## src/rtl/sx_wrr_sched_if.sv

```systemverilog
// Scheduler request/grant bundle: per-port requests and weights in,
// registered grant, grant index, grant-valid and turn credit out.
interface sx_wrr_sched_if #(
    parameter int S_DATA_COUNT = 4,
    parameter int WEIGHT_WIDTH = 4
);
    localparam int ID_WIDTH = (S_DATA_COUNT > 1) ? $clog2(S_DATA_COUNT) : 1;

    logic [S_DATA_COUNT-1:0]                   req_i;
    logic [S_DATA_COUNT-1:0][WEIGHT_WIDTH-1:0] weight_i;
    logic                                      pkt_done_i;
    logic [S_DATA_COUNT-1:0]                   gnt_o;
    logic [ID_WIDTH-1:0]                       gnt_id_o;
    logic                                      gnt_valid_o;
    logic [WEIGHT_WIDTH-1:0]                   credit_o;

    // Requester / mux side
    modport master (
        output req_i, weight_i, pkt_done_i,
        input  gnt_o, gnt_id_o, gnt_valid_o, credit_o
    );

    // Scheduler side
    modport slave (
        input  req_i, weight_i, pkt_done_i,
        output gnt_o, gnt_id_o, gnt_valid_o, credit_o
    );
endinterface

```

## src/rtl/sx_wrr_sched.sv

```systemverilog
// Weighted round-robin, packet-atomic scheduler for a shared AXI-Stream
// output. A granted port keeps the output until its packet's last beat is
// accepted, and may send up to weight_i[p] packets per turn.
module sx_wrr_sched #(
    parameter int S_DATA_COUNT = 4,
    parameter int WEIGHT_WIDTH = 4
) (
    input  logic          clk,
    input  logic          reset_n,
    sx_wrr_sched_if.slave bus
);
    localparam int ID_WIDTH = (S_DATA_COUNT > 1) ? $clog2(S_DATA_COUNT) : 1;
    localparam int SW       = ID_WIDTH + 1;

    typedef enum logic {ST_IDLE, ST_GRANT} state_t;

    state_t                    r_state, w_state_nxt;
    logic [S_DATA_COUNT-1:0]   r_gnt, w_gnt_nxt;
    logic [ID_WIDTH-1:0]       r_gnt_id, w_gnt_id_nxt;
    logic                      r_gnt_valid, w_gnt_valid_nxt;
    logic [WEIGHT_WIDTH-1:0]   r_credit, w_credit_nxt;
    logic [ID_WIDTH-1:0]       r_ptr, w_ptr_nxt;

    logic [S_DATA_COUNT-1:0]   w_elig;
    logic                      w_cur_elig;
    logic [2*S_DATA_COUNT-1:0] w_rot;
    logic                      w_found;
    logic [SW-1:0]             w_found_sum;
    logic [ID_WIDTH-1:0]       w_found_id;
    logic [ID_WIDTH-1:0]       w_found_nptr;
    logic [S_DATA_COUNT-1:0]   w_found_oh;
    logic [WEIGHT_WIDTH-1:0]   w_found_wt;

    // Per-port eligibility; the current port is checked through the one-hot
    // grant, which is zero until the first grant and then matches gnt_id.
    always_comb begin
        w_elig = '0;
        for (int unsigned p = 0; p < S_DATA_COUNT; p++) begin
            w_elig[p] = bus.req_i[p] && (bus.weight_i[p] != '0);
        end
        w_cur_elig = |(w_elig & r_gnt);
    end

    // Rotating scan from ptr: the doubled eligibility vector shifted by ptr
    // puts port (ptr+k) mod N at bit k, so the first set bit is the winner.
    always_comb begin
        w_rot        = {w_elig, w_elig} >> r_ptr;
        w_found      = 1'b0;
        w_found_sum  = '0;
        w_found_id   = '0;
        w_found_nptr = '0;
        w_found_oh   = '0;
        w_found_wt   = '0;
        for (int unsigned k = 0; k < S_DATA_COUNT; k++) begin
            if (!w_found && w_rot[k]) begin
                w_found     = 1'b1;
                w_found_sum = SW'(r_ptr) + SW'(k);
            end
        end
        if (w_found_sum >= SW'(S_DATA_COUNT)) begin
            w_found_sum = w_found_sum - SW'(S_DATA_COUNT);
        end
        w_found_id = w_found_sum[ID_WIDTH-1:0];
        if (SW'(w_found_id) + SW'(1) >= SW'(S_DATA_COUNT)) begin
            w_found_nptr = '0;
        end else begin
            w_found_nptr = w_found_id + ID_WIDTH'(1);
        end
        for (int unsigned p = 0; p < S_DATA_COUNT; p++) begin
            w_found_oh[p] = w_found && (w_found_id == ID_WIDTH'(p));
            if (w_found_oh[p]) begin
                w_found_wt = bus.weight_i[p];
            end
        end
    end

    // Next-state and output logic of the IDLE/GRANT controller
    always_comb begin
        w_state_nxt     = r_state;
        w_gnt_nxt       = r_gnt;
        w_gnt_id_nxt    = r_gnt_id;
        w_gnt_valid_nxt = r_gnt_valid;
        w_credit_nxt    = r_credit;
        w_ptr_nxt       = r_ptr;
        case (r_state)
            ST_IDLE: begin
                w_gnt_valid_nxt = 1'b0;
                if ((r_credit != '0) && w_cur_elig) begin
                    w_gnt_valid_nxt = 1'b1;
                    w_state_nxt     = ST_GRANT;
                end else if (w_found) begin
                    w_gnt_nxt       = w_found_oh;
                    w_gnt_id_nxt    = w_found_id;
                    w_credit_nxt    = w_found_wt;
                    w_ptr_nxt       = w_found_nptr;
                    w_gnt_valid_nxt = 1'b1;
                    w_state_nxt     = ST_GRANT;
                end
            end
            ST_GRANT: begin
                if (bus.pkt_done_i) begin
                    w_gnt_valid_nxt = 1'b0;
                    w_credit_nxt    = (r_credit == '0) ? '0 : r_credit - WEIGHT_WIDTH'(1);
                    w_state_nxt     = ST_IDLE;
                end
            end
            default: begin
                w_state_nxt = ST_IDLE;
            end
        endcase
    end

    // State and output registers with synchronous active-low reset
    always_ff @(posedge clk) begin
        if (!reset_n) begin
            r_state     <= ST_IDLE;
            r_gnt       <= '0;
            r_gnt_id    <= '0;
            r_gnt_valid <= 1'b0;
            r_credit    <= '0;
            r_ptr       <= '0;
        end else begin
            r_state     <= w_state_nxt;
            r_gnt       <= w_gnt_nxt;
            r_gnt_id    <= w_gnt_id_nxt;
            r_gnt_valid <= w_gnt_valid_nxt;
            r_credit    <= w_credit_nxt;
            r_ptr       <= w_ptr_nxt;
        end
    end

    assign bus.gnt_o       = r_gnt;
    assign bus.gnt_id_o    = r_gnt_id;
    assign bus.gnt_valid_o = r_gnt_valid;
    assign bus.credit_o    = r_credit;
endmodule

```

## src/flat_wrapper.sv

```systemverilog
// flat-port wrapper written by rule: the top's interface ports become plain ports
module sx_wrr_sched_flat 
#(
    parameter int S_DATA_COUNT = 4,
    parameter int WEIGHT_WIDTH = 4
)
  (clk, reset_n, bus_req_i, bus_weight_i, bus_pkt_done_i, bus_gnt_o, bus_gnt_id_o, bus_gnt_valid_o, bus_credit_o);
  sx_wrr_sched_if #(.S_DATA_COUNT(S_DATA_COUNT), .WEIGHT_WIDTH(WEIGHT_WIDTH)) bus_i ();
  input  logic clk;
  input  logic reset_n;
  input wire logic [$bits(bus_i.req_i)-1:0] bus_req_i;
  input wire logic [$bits(bus_i.weight_i)-1:0] bus_weight_i;
  input wire logic [$bits(bus_i.pkt_done_i)-1:0] bus_pkt_done_i;
  output wire logic [$bits(bus_i.gnt_o)-1:0] bus_gnt_o;
  output wire logic [$bits(bus_i.gnt_id_o)-1:0] bus_gnt_id_o;
  output wire logic [$bits(bus_i.gnt_valid_o)-1:0] bus_gnt_valid_o;
  output wire logic [$bits(bus_i.credit_o)-1:0] bus_credit_o;
  assign bus_i.req_i = bus_req_i;
  assign bus_i.weight_i = bus_weight_i;
  assign bus_i.pkt_done_i = bus_pkt_done_i;
  assign bus_gnt_o = bus_i.gnt_o;
  assign bus_gnt_id_o = bus_i.gnt_id_o;
  assign bus_gnt_valid_o = bus_i.gnt_valid_o;
  assign bus_credit_o = bus_i.credit_o;
  sx_wrr_sched #(.S_DATA_COUNT(S_DATA_COUNT), .WEIGHT_WIDTH(WEIGHT_WIDTH)) u_core (.clk(clk), .reset_n(reset_n), .bus(bus_i));
endmodule
```

## config.mk

```make
export PLATFORM = sky130hd
export DESIGN_NAME = sx_wrr_sched_flat
export DESIGN_NICKNAME = d
export VERILOG_FILES = /design/src/rtl/sx_wrr_sched_if.sv /design/src/rtl/sx_wrr_sched.sv /design/src/flat_wrapper.sv
export SDC_FILE = /design/constraint.sdc
export NUM_CORES = 1
export LEC_CHECK = 0
export CAP_MARGIN = 20
export CORE_ASPECT_RATIO = 0.7
export CORE_MARGIN = 5
export CORE_UTILIZATION = 42
export CTS_CLUSTER_SIZE = 16
export DETAILED_ROUTE_END_ITERATION = 6
export DONT_BUFFER_PORTS = 1
export GPL_TIMING_DRIVEN = 1
export HOLD_SLACK_MARGIN = 0.12
export MAX_ROUTING_LAYER = met4
export REMOVE_ABC_BUFFERS = 1
export SETUP_SLACK_MARGIN = 0.2
export SYNTH_ARGS = -nofsm -noshare
export SYNTH_HDL_FRONTEND = slang
export SYNTH_SLANG_ARGS = --single-unit
```

## constraint.sdc

```tcl
create_clock -name clk -period 2.4 [get_ports clk]
set_input_delay 0.48 -clock clk [delete_from_list [all_inputs] [get_ports clk]]
set_output_delay 0.48 -clock clk [all_outputs]
set_load 0.05 [all_outputs]
```

# Word-level counts from Yosys, hierarchy flattened
# Index checks and enable logic that the tools add are counted.
# classes
n_addsub	7
n_lt_le_gt_ge	2
eq_ne	6
shifts	1
n_mux	25
bitwise_logic	3
reduce_logical	25
# ops
operator	n
2-to-1 mux 4 bit	8
nonzero test 4 bit	5
logical AND 1 bit	12
2-to-1 mux 3 bit	3
2-to-1 mux 1 bit	8
case mux 4 bit (2 select lines)	1
right shift 8 x 2 -> 4 bit	1
adder 2 x 1 -> 3 bit, second input constant	2
adder 2 x 2 -> 3 bit, second input constant	2
greater-or-equal comparator 3 bit, second input constant	2
2-to-1 mux 2 bit	3
AND reduction 3 bit	2
bitwise AND 4 bit	1
equality test 2 bit, second input constant	2
zero test 4 bit	1
inequality test 2 bit, second input constant	2
case mux 1 bit (2 select lines)	2
OR reduction 4 bit	1
subtractor 4 x 1 -> 4 bit, second input constant	1
zero test 1 bit	3
adder 2 x 1 -> 2 bit, second input constant	1
equality test 2 x 1 -> 1 bit, second input constant	1
zero test 2 bit	1
inequality test 2 x 1 -> 1 bit, second input constant	1
other kinds (2)	3
# word_totals
register_bits	14
inputBits	23
output_inout_bits	11
word_cells	75

# Depth between registers and ports, before layout
# Gate-level depths: netlist of the first run.
# depth
ltp_word	24
mapped_depth	11
ltp_nobuf	10

# Least setup slack after synthesis of the first run
# No wires, ideal clock.
# synth_timing
path_kind	input to register
from	input bus_weight_i[4]
to	register u_core.r_credit[2] (netlist: u_core.bus.credit_o[2])
setup_ns	0.119
t_arrival_ns	2.385
t_required_ns	2.281
path_slack_ns	-0.104
cell_stages	10
n_path_buf	1
path_cell_list	or4_1 a222oi_1 o21a_1 inv_1 ha_1 clkbuf_1 nand2_1 o211ai_1 and3_1 o221a_1
# synth_via
elab_chain_cells	24
word_cells_on_any_way	41
cone_classes	1 x add/sub; 1 x order compare; 5 x eq/ne; 1 x shift; 16 x mux; 1 x bitwise; 16 x reduce/logical
# synth_rtl
item	line_no	text
start: declaration	flat_wrapper.sv:12	input wire logic [$bits(bus_i.weight_i)-1:0] bus_weight_i;
nonzero test 4 bit (*)	sx_wrr_sched.sv:39	w_elig[p] = bus.req_i[p] && (bus.weight_i[p] != '0);
logical AND 1 bit (*)	sx_wrr_sched.sv:39	
right shift 8 x 2 -> 4 bit (*)	sx_wrr_sched.sv:47	w_rot = {w_elig, w_elig} >> r_ptr;
2-to-1 mux 1 bit	sx_wrr_sched.sv:55	if (!w_found && w_rot[k]) begin
zero test 1 bit	sx_wrr_sched.sv:55	
logical AND 1 bit	sx_wrr_sched.sv:55	
2-to-1 mux 1 bit	sx_wrr_sched.sv:55	
zero test 1 bit	sx_wrr_sched.sv:55	
[7 not listed]	--	
via u_core.w_found_sum[1]	sx_wrr_sched.sv:28	logic [SW-1:0] w_found_sum;
zero test 2 bit	sx_wrr_sched.sv:70	w_found_oh[p] = w_found && (w_found_id == ID_WIDTH'(p));
logical AND 1 bit	sx_wrr_sched.sv:70	
2-to-1 mux 4 bit (3 in series)	sx_wrr_sched.sv:71	if (w_found_oh[p]) begin
2-to-1 mux 4 bit (*)	sx_wrr_sched.sv:71	
2-to-1 mux 4 bit (*)	sx_wrr_sched.sv:91	end else if (w_found) begin
2-to-1 mux 4 bit (*)	sx_wrr_sched.sv:88	if ((r_credit != '0) && w_cur_elig) begin
case mux 4 bit (2 select lines) (*)	sx_wrr_sched.sv:85	case (r_state)
end signal: assignment	sx_wrr_sched.sv:127	r_credit <= w_credit_nxt;
end: declaration	sx_wrr_sched.sv:21	logic [WEIGHT_WIDTH-1:0] r_credit, w_credit_nxt;
# Mark *: on every way through the listed nets, which the timed path passes. The rest lies on a longest branch. The select of a mux whose other input is x is not followed.
# A chain may end at the register's enable or synchronous reset.

# Final worst setup path of the first run
# layout_timing
from	input bus_weight_i[6]
to	register u_core.r_credit[0] (netlist: u_core.bus.credit_o[0])
# Same word-level chain as after synthesis.

==> impl_metrics.yaml, run 1 <==
outcome:
  status: "complete, no violations"
grt:
  antenna_found_initial: 0
  grt_usage: 0.185
  grt_pass1_vias: 1035
  grt_pass1_wl_microns: 5090
  grt_max_degree: 20
  grt_overflow: 0
synthesis:
  synth_area_per_cell_sq_um: 7.97
  synth_seq_cells: 14
  yosysSeqAreaShare: 0.273
  yosysTopAreaCell: "dfxtp_1"
  synthesis.area_sq_um: 1030
  synth_ff_type: "dfxtp_1"
  netlist_top_cells_area: "dfxtp_1 (27%), nand2_1 (8.8%), ha_1 (4.9%)"
  synthDistinctLibCells: 42
  syn_inst: 129
  yosysWarningCount: 0
  synthMostInstantiatedCell: "nand2_1"
  synth_edf_count: 0
  synth_commonest_cells: "nand2_1 (24), dfxtp_1 (14)"
  async_flop_share: 0
  synth_top_cell_area_share: 0.273
floorplanning:
  fp.dieH_microns: 51.4
  start_util: 0.428
  rows: 15
  top_level_ports: 34
  core_area_sq_um: 2400
  dieArea_sq_um: 3550
  fp.dieW_microns: 69.1
worst_setup_path:
  cp.required_ns: 2.58
  cp-end-kind: "flip-flop"
  start_kind: "primary input"
  cp_data_arrival_time_ns: 2.36
  path_max_fanout: 6
  crit_type: "primary input to flip-flop"
  reg2reg_depth: 11
sta:
  maxSlewHeadroom: 0.570
  fin_tns_setup_ns: 0
  finClkSkew_ns: 0.000947
  finalCriticalPeriod_ns: 2.18
  slew_viol_final: 0
  worstMarginPinSlew_ns: 0.644
  rsz0062_at_grt: "true"
  hold_violations: 0
  setup_violations: 0
  timing.final.ws_setup_ns: 0.216
  fin_crit_sh: 0.910
  fmax_mhz: 458
cts:
  root_buffer: "clkbuf_4"
  clk_latency_ns: 0.28
  holdBufCountCts: 0
  cts.htree.levels: 1
  clkTransAtPathRegs_ns: 0.09
  cts_tree: "yes"
  cts_buffer_depth: 2
  numCtsBuffers: 3
  cts.sinks: 14
flow_run:
  drv_cap: 0
cells_and_area:
  fin_area_sq_um: 1330
  n_antenna_cell: 0
  utilization: 0.555
  fin_nets: 178
  layout.cells.non_filler: 184
  fill_cells: 247
  syn_to_final_growth_pct: 29.6
  drive_above_1_share: 0.293
power_and_ir_drop:
  clockPowerShare: 0.166
  power.density_nw_per_um2: 774
  p_int_mw: 0.591
  power.switching_mw: 0.441
  switching_share: 0.428
  seqPwrFrac: 0.335
  peakVddDrop_uv: 405
  p_comb_frac: 0.498
  power.leakage_nw: 0.529
placed_design:
  dp_hpwl_microns: 2400
  portBuffers: 0
  placed_area_sq_um: 1200
  place_ws_ns: -0.259
  place_congestion: 0.864
  dp_cells: 178
route:
  drt-initial-drc-count: 65
  vias_per_cell: 6.05
  wl_per_cell_microns: 17.1
  drc: 0
  drtAntennaViolNets: 0
  drt-total-wl_microns: 3150
  dr_total_vias: 1114
  drt_pass1_iterations: 4
min_path:
  worstHoldPathCells: 1
  hold_class: "primary input to flip-flop"
==> routing by layer <==
layer / share of wire / track usage / vias to the layer above
met2: 0.44 / 0.283 / 47
li1: - / - / 539
met4: 0.0089 / 0.0390 / 0
met5: 0 / - / -
met1: 0.45 / 0.230 / 521
met3: 0.099 / 0.0747 / 7
==> worst paths after layout <==
check	start	slack [ns]	to
worst max register to register	u_core.r_ptr[1]	0.34	u_core.bus.credit_o[0]
worst max-delay path	bus_weight_i[6]	0.22	u_core.bus.credit_o[0]
worst min register to register	u_core.r_ptr[1]	0.55	u_core.r_ptr[1]
worst min-delay path	reset_n	0.32	u_core.r_ptr[0]
==> sequential cells by signal (all words and copies together) (netlist names) <==
register	count
u_core.r_state	1
u_core.bus.credit_o	4
u_core.bus.gnt_valid_o	1
u_core.bus.gnt_o	4
u_core.bus.gnt_id_o	2
u_core.r_ptr	2
==> through the flow <==
step                      hold WS, ns  power (mW)
after floorplan                 0.486       0.646
after global placement          0.531       0.788
after detailed placement        0.538       0.793
after CTS                       0.311       0.985
after global routing            0.304        1.10
final                           0.322        1.03
==> worst max-delay path, stage by stage <==
cell      delay, ns
or4_4          0.52
a222oi_1       0.27
o21a_2         0.30
inv_4          0.07
ha_4           0.18
buf_6          0.13
nand2_1        0.06
o211ai_1       0.08
nand2_1        0.09
a31oi_1        0.08
o311a_1        0.11
==> power by group through the flow <==
stage	registers [mW]	logic [mW]	clock network [mW]
4_1_cts	0.345	0.466	0.174
3_3_place_gp	0.349	0.439	0
2_1_floorplan	0.415	0.231	0
6_report	0.346	0.514	0.172
3_5_place_dp	0.350	0.443	0
5_1_grt	0.354	0.560	0.191
==> cell families after synthesis <==
| logic type | count (synthesis) | synth area share |
|---|---|---|
| muxes | 1 | 0.00973 |
| AOI/OAI and AO/OA | 45 | 0.344 |
| buffers and inverters | 11 | 0.0474 |
| and+or+nand+nor | 54 | 0.277 |
| adders and majority gates | 4 | 0.0487 |
| DFF | 14 | 0.273 |
==> layout make-up <==
cell class	count	area (sq um)	area share
Tap cell	34	42.5	0.0319
Sequential cell	14	280	0.210
Inverter	4	17.5	0.0131
Timing Repair Buffer	24	188	0.141
Clock buffer	4	36.3	0.0272
Multi-Input combinational cell	104	768	0.577
==> repair_timing <==
action                                  4_1_cts  5_1_grt
resized for setup                             8       14
gates cloned                                  0        0
setup buffers                                 1        1
endpoints found under the setup margin        4        4
pin swaps                                     2       19
==> cell usage in the layout (no fill, tap or decap), types with 2 or more instances in the layout <==
cell type,count
ha_4,4
nor2b_1,5
inv_1,3
o41ai_1,2
o21ai_1,5
nand2_1,21
or4_1,2
o211ai_1,4
o211a_1,3
clkbuf_4,3
a31oi_1,3
o21ai_0,4
dfxtp_1,14
nand3_1,2
a21boi_1,2
nor2_1,3
nand2_2,3
o221ai_1,2
a32oi_1,3
nand4_1,5
a21oi_1,3
buf_6,2
buf_4,22
o41a_1,3
and2_1,2
o311a_1,3
(Power assumes the default switching activity.)
==> run 2, diff against run 1 <==
- PLACE_DENSITY: not set -> 0.69
==> run 2 against run 1 <==
Total power is 4.1% higher. Non-clock buffer count is 3 higher. Maximum frequency is 4.7% lower. Routed wire length is 7.6% higher. Critical path type unchanged. Highest routed layer unchanged.
==> impl_metrics.yaml, run 2 (same netlist as run 1, synthesis figures left out) <==
flow_run:
  drv_cap: 0
cts:
  cts_buffer_depth: 2
  clkTransAtPathRegs_ns: 0.09
  clk_latency_ns: 0.29
  root_buffer: "clkbuf_4"
  numCtsBuffers: 3
  holdBufCountCts: 0
  cts.sinks: 14
  cts.htree.levels: 1
  cts_tree: "yes"
power_and_ir_drop:
  p_comb_frac: 0.515
  p_int_mw: 0.618
  seqPwrFrac: 0.324
  power.leakage_nw: 0.570
  switching_share: 0.425
  clockPowerShare: 0.161
  peakVddDrop_uv: 440
  power.switching_mw: 0.456
  power.density_nw_per_um2: 762
sta:
  rsz0062_at_grt: "true"
  fmax_mhz: 436
  hold_violations: 0
  fin_crit_sh: 0.955
  finalCriticalPeriod_ns: 2.29
  slew_viol_final: 0
  maxSlewHeadroom: 0.581
  setup_violations: 0
  worstMarginPinSlew_ns: 0.628
  finClkSkew_ns: 0.00456
worst_setup_path:
  worst_path_largest_cell_delay_ns: 0.42
  cp.required_ns: 2.64
  cp_data_arrival_time_ns: 2.53
  path_max_fanout: 8
  crit_type: "primary input to flip-flop"
  slowest_stage: "o41a_1"
  crit_chain: "o41a_1 > buf_4 > a21oi_1 > o21a_2 > buf_12 > ha_4 > buf_6 > nand2_4 > o21ai_2 > nand2_1 > a31oi_1 > o311a_1"
  cp-end-kind: "flip-flop"
  start_kind: "primary input"
route:
  drc: 0
  drt-total-wl_microns: 3390
  wl_per_cell_microns: 18.1
  vias_per_cell: 6.32
  drt_pass1_iterations: 4
  drt-initial-drc-count: 28
  dr_total_vias: 1181
  drtAntennaViolNets: 0
grt:
  grt_pass1_vias: 1033
  grt_pass1_wl_microns: 4710
  grt_max_degree: 20
  grt_usage: 0.173
  grt_overflow: 0
  antenna_found_initial: 0
cells_and_area:
  layout.cells.non_filler: 187
  final_common_cell: "buf_4"
  fill_cells: 239
  drive_above_1_share: 0.340
  fin_area_sq_um: 1410
  n_antenna_cell: 0
  syn_to_final_growth_pct: 37.0
  regArea_sq_um: 280
  fin_nets: 181
  mostFrequentLayoutCells: "buf_4 (25), nand2_1 (23), dfxtp_1 (14), nand4_1 (5), o21ai_1 (5)"
  multi_input_area_sq_um: 816
floorplanning:
  fp.dieW_microns: 69.1
  fp.dieH_microns: 51.4
  top_level_ports: 34
  core_area_sq_um: 2400
  dieArea_sq_um: 3550
  rows: 15
  start_util: 0.428
placed_design:
  place_congestion: 0.925
  portBuffers: 0
  dp_cells: 179
  dp_hpwl_microns: 2380
  placed_area_sq_um: 1210
min_path:
  hold_class: "primary input to flip-flop"
outcome:
  status: "complete, no violations"
## run 2: cell types whose count changed in the layout (fill, tap and decap cells not counted), moves of 2 or more
cell / before / now
nand2_1: 21 / 23
buf_4: 22 / 25
nor2b_1: 5 / 3
nand2_2: 3 / 0
## run 2: path summary, 6_finish.rpt
kind / start / endpoint / slack (ns) / cells after the start
hold reg to reg: u_core.r_ptr[1] / u_core.r_ptr[1] / 0.58 / 2
setup / recovery: bus_weight_i[2] / u_core.bus.credit_o[0] / 0.11 / 12
hold / removal: reset_n / u_core.bus.credit_o[3] / 0.32 / 1
setup reg to reg: u_core.r_ptr[1] / u_core.bus.credit_o[0] / 0.21 / 11
## run 2: area by class of cell
| class | instances | area share |
|---|---|---|
| multi-input cells | 104 | 0.579 |
| flip-flops and latches | 14 | 0.199 |
| repair buffers | 27 | 0.155 |
| well taps | 34 | 0.0302 |
| clock buffers | 4 | 0.0258 |
| inverters | 4 | 0.0107 |
## run 2: power by group through the flow
stage | Clock (mW) | Combinational [mW] | Sequential, mW
global placement | 0 | 0.436 | 0.349
CTS | 0.175 | 0.458 | 0.345
floorplan | 0 | 0.231 | 0.415
global route | 0.185 | 0.594 | 0.354
detailed placement | 0 | 0.447 | 0.351
finish | 0.173 | 0.553 | 0.348
## run 2: what timing repair did
action,in CTS,in global routing
cloned,0,0
buffers inserted,1,3
pin swaps,3,13
endpoints found under the setup margin,4,4
resized for setup,5,25
hold endpoints to repair,0,0
## run 2: critical path, delay by kind of cell
kind | cells | cell delay, ns
AO/OA/AOI/OAI | 6 | 1.34
adder cells (fa/ha/maj) | 1 | 0.14
buffers and inverters | 3 | 0.41
AND/OR/NAND/NOR | 2 | 0.15
## run 2: stage by stage
step	utilization	hold slack, ns	setup WS (ns)	power [mW]	TNS, ns
final	0.586	0.316	0.109	1.07	0
after global routing	0.586	0.301	0.0396	1.13	0
after CTS	0.528	0.311	0.193	0.979	0
after detailed placement	0.504	0.539	-0.245	0.798	-0.826
after global placement	0.504	0.516	-0.153	0.785	-0.449
after floorplan	-	0.486	-0.0298	0.646	-0.0298
## run 2: routing by layer
| metal | routed length [microns] | GRT usage | vias to the layer above |
|---|---|---|---|
| li1 | - | - | 551 |
| met1 | 1400 | 0.192 | 553 |
| met2 | 1550 | 0.253 | 63 |
| met3 | 323 | 0.0963 | 14 |
| met4 | 112 | 0.0844 | 0 |
| met5 | 0 | - | - |
